--- src/rtl/matrix_operand_loader.sv ---
// Serial-to-parallel operand loader: fills matrix A then matrix B from one element
// stream and holds both for the compute stage under a valid/ready frame handshake.
module matrix_operand_loader #(
    parameter int ROW   = 8,
    parameter int COL   = 4,
    parameter int WIDTH = 10
) (
    input  logic                                   clk,
    input  logic                                   rst,
    input  logic                                   in_valid,
    output logic                                   in_ready,
    input  logic [WIDTH-1:0]                       in_data,
    input  logic                                   in_last,
    output logic                                   out_valid,
    input  logic                                   out_ready,
    output logic [ROW-1:0][COL-1:0][WIDTH-1:0]     array1,
    output logic [COL-1:0][ROW-1:0][WIDTH-1:0]     array2,
    output logic                                   frame_err
);

    // state  | meaning
    // LOAD_A | filling array1 row-major, j fastest
    // LOAD_B | filling array2, i fastest
    // HOLD   | both matrices complete, waiting for out_ready
    localparam int N    = ROW * COL;
    localparam int IDXW = (N > 1) ? $clog2(N) : 1;
    localparam logic [IDXW-1:0] LAST_IDX = IDXW'(N - 1);

    typedef enum logic [1:0] {LOAD_A, LOAD_B, HOLD} state_t;

    state_t            state, state_nxt;
    logic [IDXW-1:0]   idx, idx_nxt;
    logic              err_nxt;
    logic              accept;

    assign in_ready  = (state != HOLD);
    assign out_valid = (state == HOLD);
    assign accept    = in_valid && in_ready;

    always_ff @(posedge clk or posedge rst) begin
        if (rst) begin
            state     <= LOAD_A;
            idx       <= '0;
            frame_err <= 1'b0;
        end else begin
            state     <= state_nxt;
            idx       <= idx_nxt;
            frame_err <= err_nxt;
        end
    end

    always_comb begin
        state_nxt = state;
        idx_nxt   = idx;
        err_nxt   = 1'b0;
        case (state)
            LOAD_A: begin
                if (accept) begin
                    // last can only legally arrive on the final B beat
                    if (in_last) begin
                        err_nxt   = 1'b1;
                        state_nxt = LOAD_A;
                        idx_nxt   = '0;
                    end else if (idx == LAST_IDX) begin
                        state_nxt = LOAD_B;
                        idx_nxt   = '0;
                    end else begin
                        idx_nxt = idx + 1'b1;
                    end
                end
            end
            LOAD_B: begin
                if (accept) begin
                    if (idx == LAST_IDX) begin
                        // a missing last is flagged but the frame is still delivered
                        state_nxt = HOLD;
                        idx_nxt   = '0;
                        err_nxt   = !in_last;
                    end else if (in_last) begin
                        err_nxt   = 1'b1;
                        state_nxt = LOAD_A;
                        idx_nxt   = '0;
                    end else begin
                        idx_nxt = idx + 1'b1;
                    end
                end
            end
            HOLD: begin
                if (out_ready) state_nxt = LOAD_A;
            end
            default: begin
                state_nxt = LOAD_A;
                idx_nxt   = '0;
            end
        endcase
    end

    always_ff @(posedge clk or posedge rst) begin
        if (rst) begin
            array1 <= '0;
            array2 <= '0;
        end else if (accept) begin
            for (int i = 0; i < ROW; i++) begin
                for (int j = 0; j < COL; j++) begin
                    if (state == LOAD_A && idx == IDXW'(i * COL + j))
                        array1[i][j] <= in_data;
                    if (state == LOAD_B && idx == IDXW'(j * ROW + i))
                        array2[j][i] <= in_data;
                end
            end
        end
    end

endmodule

--- config.mk ---
export PLATFORM = sky130hd
export DESIGN_NAME = matrix_operand_loader
export DESIGN_NICKNAME = d
export VERILOG_FILES = /design/src/rtl/matrix_operand_loader.sv
export SDC_FILE = /design/constraint.sdc
export NUM_CORES = 1
export LEC_CHECK = 0
export ABC_CLOCK_PERIOD_IN_PS = 44400
export CORE_AREA = 5 5 255 257
export DETAILED_ROUTE_END_ITERATION = 8
export DIE_AREA = 0 0 260 262
export PLACE_DENSITY = 0.67
export SLEW_MARGIN = 20
export SYNTH_ARGS = -nofsm -noshare
export SYNTH_HDL_FRONTEND = slang
export SYNTH_SLANG_ARGS = --single-unit
--- constraint.sdc ---
create_clock -name clk -period 44.4 [get_ports clk]
set_clock_uncertainty 0.15 [all_clocks]
set_input_delay 8.88 -clock clk [delete_from_list [all_inputs] [get_ports clk]]
set_output_delay 8.88 -clock clk [all_outputs]
set_load 0.03 [all_outputs]
* Yosys cells after proc, flatten, opt, wreduce, memory -nomap -nowiden
Index checks and enable logic that the tools add are counted.
** Cells by class
- Multiplexer cells :: 20
- Bitwise operators :: 1
- Reduce and logical (&&, ||, !) cells :: 134
- Eq/ne operators :: 39
- $add $sub $neg :: 1
** Operators with widths (count)
- 2-bit AND reduction :: 64
- 5-bit == test, second input constant :: 16
- 1-bit logical AND :: 65
- 5-bit by 4-bit == test with 1-bit output, second input constant :: 8
- 5-bit 2-to-1 mux :: 6
- 5-bit by 3-bit == test with 1-bit output, second input constant :: 4
- 5-bit one-hot mux with 3 select lines :: 1
- 2-bit 2-to-1 mux :: 7
- 5-bit by 2-bit == test with 1-bit output, second input constant :: 2
- 2-bit inequality test, second input constant :: 3
- 3-bit inequality test, second input constant :: 2
- 2-bit one-hot mux with 3 select lines :: 1
- 5-bit by 1-bit adder with 5-bit output, second input constant :: 1
- 5-bit by 1-bit == test with 1-bit output, second input constant :: 1
- 5-bit logical NOT :: 1
- 5-bit AND reduction :: 1
- 1-bit 2-to-1 mux :: 4
- 3-bit AND reduction :: 1
- 2-bit by 1-bit == test with 1-bit output, second input constant :: 1
- 2-bit == test, second input constant :: 1
- 2-bit logical NOT :: 1
- 2-bit by 1-bit inequality test with 1-bit output, second input constant :: 1
- 1-bit one-hot mux with 2 select lines :: 1
- 1-bit logical NOT :: 1
- 1-bit inverter :: 1
** Storage, ports and cells
- Register bits after elaboration :: 648
- Output and inout port bits :: 643
- Word-level logic and storage cells :: 262
- Bits of input ports :: 15

* Depth between registers and ports, before layout
- Depth after elaboration :: 5
- Depth in mapped cells :: 8
- Mapped depth without buffers :: 7

* Least setup slack after synthesis
No wires, ideal clock.
- Path type :: register -> output
- Start point :: register state[1]
- End point :: output out_valid
- Setup slack :: 33948 ps
- Cell stages (with the launch flop) :: 5
- Path buffers :: 2
- Data arrival time :: 1422 ps
- Required time :: 35370 ps
- Path through :: dfrtp_1 -> buf_2 -> buf_1 -> nand2b_1 -> inv_1
** Between the ends
- Longest elaborated chain between the ends :: 1
** Ends and longest elaborated chain
- start, declared :: RTL line 31 : state_t state, state_nxt;
- start signal, assigned :: RTL line 46 : state <= state_nxt;
- 2-bit == test :: RTL line 37 : assign out_valid = (state == HOLD);
- end, declared :: RTL line 14 : output logic out_valid,
No other way between the ends.

==> flow_metrics.py <==
metrics = {
    "synth": {
        "ys.flop_type": "dfrtp_1",
        "synth_area_leaders": "dfrtp_1 65%, mux2_2 28%, clkbuf_1 1.0%",
        "yosysTopAreaCellShare_pct": 65.2,
        "netlist_instances": 1505,
        "synth-seq-cells": 648,
        "synthesis.area_um2": 24900,
        "synth_nets": 1527,
        "synth_edf_count": 0,
        "synth_area_per_cell_um2": 16.5,
        "async_reset_ff_share_pct": 100,
        "yosysSeqAreaShare_pct": 65.2,
        "yosysTopAreaCell": "dfrtp_1",
        "ys_warn_count": 0,
        "synth_cell_type_count": 42,
    },
    "sta": {
        "hold_viol": 0,
        "worst_pin_slew_ns": 1.08,
        "period_share_pct": 27.1,
        "tns_ns": 0,
        "setup_viol": 0,
        "min_period_ns": 12.04,
        "slew_headroom_pct": 28.0,
        "rsz0062_at_grt": "no",
        "fmax_ghz": 0.0830,
        "final-max-slew-violation-count": 0,
    },
    "worst_setup_path": {
        "cp_max_fo": 109,
        "r2r_start": "state[1]$_DFFE_PP0P_",
        "worst_setup_path_end_kind": "async pin",
        "critPathArrivalTime_ns": 12.52,
        "r2r_cells": 3,
        "crit_start": "rst",
        "start_kind": "primary input",
        "crit_type": "in2async",
        "reg2reg_slack_ns": 41.30,
        "critical_path_required_ns": 44.88,
        "r2r-end": "array2[144]$_DFFE_PP0P_",
    },
    "grt": {
        "antenna_found_initial": 4,
        "grt_overflow_total": 0,
        "grt_pass1_wl_mm": 115,
        "grt_usage_pct": 22.7,
        "grt_max_degree": 175,
        "grt_pass1_vias": 16669,
    },
    "floorplan": {
        "start_util_pct": 39.8,
        "dieHeight_um": 262,
        "io-pin-count": 658,
        "die_w_um": 260,
        "core_um2": 62500,
        "die-area_um2": 68100,
        "num_rows": 92,
    },
    "drt": {
        "vias_per_cell": 5.03,
        "drt-initial-drc-count": 731,
        "ant_nets": 0,
        "drt-total-wl_mm": 79.5,
        "drt_pass1_iterations": 4,
        "drcViolationCount": 0,
        "wl_per_cell_um": 26.0,
        "vias": 15370,
    },
    "clock_tree": {
        "numClockSinks": 648,
        "postCtsHoldBufs": 0,
        "cts_tree": "built",
        "path_clk_slew_ns": 0.06,
        "cts.path.max_buffers": 3,
        "cts_setup_buffers": 0,
        "root_buffer": "clkbuf_16",
        "insertion_delay_ns": 0.59,
        "cts.repair.resized": 0,
        "cts.htree.levels": 3,
        "cts_made_buffers": 70,
    },
    "worst_hold_path": {
        "hold_end": "array1[112]$_DFFE_PP0P_",
        "hold_start": "array1[112]$_DFFE_PP0P_",
        "worstHoldPathCells": 1,
        "hold_path.class": "reg2reg",
    },
    "placed_design": {
        "place_inst": 2938,
        "place_hpwl_mm": 52.7,
        "gp_congestion": 0.784,
        "portBuffers": 657,
    },
    "final_layout": {
        "finalNetCount": 2186,
        "final_cells": 3055,
        "syn2layout_area_growth_pct": 38.9,
        "drive_gt1_share_pct": 37.0,
        "num-fill-cells": 5037,
    },
    "power": {
        "peakVddDrop_mv": 0.0331,
        "leakage_nw": 16.0,
        "powerDensity_nw_per_um2": 48.9,
    },
    "status": {
        "outcome": "complete, no violations",
    },
    "flow_run": {
        "maxCapViolCount": 0,
    },
}
==> power by group <==
| part | internal (mW) | switching (mW) | total [mW] |
|---|---|---|---|
| clock | 0.349 | 0.235 | 0.583 |
| combinational | 0.166 | 0.242 | 0.408 |
| sequential | 0.659 | 0.0394 | 0.699 |
| total | 1.17 | 0.516 | 1.69 |
==> synth_stat cells, types with 6 or more instances <==
cell	number
buf_1	11
buf_2	10
clkbuf_1	66
dfrtp_1	648
ha_1	7
inv_1	8
mux2_1	11
mux2_2	629
nand2_1	21
nand3b_2	6
nor2_2	24
nor2_4	10
nor2_8	10
==> worst max-delay path: stages <==
cell and delay [ns]:
clkdlybuf4s50_1 0.49, inv_8 0.53, buf_4 0.82, buf_4 0.84, buf_6 0.69
==> state kept, by name, summed over array words and instances, names as in the netlist <==
| name | flops |
|---|---|
| array2 | 320 |
| array1 | 320 |
| state | 2 |
| idx | 5 |
| frame_err | 1 |
==> per-layer routing <==
layer | GRT usage, % | share of wire, % | vias to the layer above
li1 | - | - | 6624
met4 | 8.94 | 3.8 | 2
met3 | 7.58 | 8.6 | 149
met2 | 37.1 | 48 | 561
met5 | 0 | 0.014 | -
met1 | 28.1 | 40 | 8034
==> per-stage QoR <==
step           hold WS, ns  cell area (um^2)  total power [mW]  utilization (%)  setup slack, ns
3_3_place_gp         0.323             32300              1.11             51.6            31.30
6_report             0.333             34600              1.69             55.3            32.36
5_1_grt              0.351             34600              1.75             55.3            31.74
2_1_floorplan        0.364             24900             0.925                -            17.21
3_5_place_dp         0.324             32300              1.12             51.6            31.16
4_1_cts              0.337             34500              1.71             55.3            31.81
==> worst max-delay path by stage <==
| stage | cells after the start | end | slack, ns |
|---|---|---|---|
| floorplan | 1 | array1[0]$_DFFE_PP0P_ | 17.21 |
| global placement | 5 | array1[311]$_DFFE_PP0P_ | 31.30 |
| detailed placement | 5 | array1[311]$_DFFE_PP0P_ | 31.16 |
| CTS | 5 | array2[67]$_DFFE_PP0P_ | 31.81 |
| global route | 5 | array2[67]$_DFFE_PP0P_ | 31.74 |
| finish | 5 | array2[64]$_DFFE_PP0P_ | 32.36 |
==> area by class of cell <==
cell class	count	area, um^2	area share [%]
Clock buffer	98	2000	5.78
Tap cell	846	1060	3.06
Antenna cell	1	2.50	0.00724
Multi-Input combinational cell	760	8270	23.9
Inverter	8	37.5	0.109
Sequential cell	648	16200	46.9
Clock inverter	18	293	0.847
Timing Repair Buffer	676	6690	19.3
==> logic make-up (layout without fill, tap and decap cells) <==
| group | Yosys count | count (layout) | share of synthesized area, % |
|---|---|---|---|
| AND/OR/NAND/NOR | 101 | 101 | 3.56 |
| multiplexers | 642 | 642 | 29.1 |
| flip-flops | 648 | 648 | 65.2 |
| other | 0 | 1 | 0 |
| AO/OA/AOI/OAI | 10 | 10 | 0.272 |
| adder cells (fa/ha/maj) | 7 | 7 | 0.352 |
| buffers and inverters | 97 | 800 | 1.56 |
==> cells in the final DEF (no fill, tap or decap), drive strengths merged, types with 6 or more instances in the layout <==
cell	instances
mux2	640
dfrtp	648
inv	11
clkbuf	98
buf	29
nor2	44
nand3b	8
clkinv	6
bufinv	6
nand2	21
ha	7
clkdlybuf4s50	647
(Power assumes the default switching activity.)
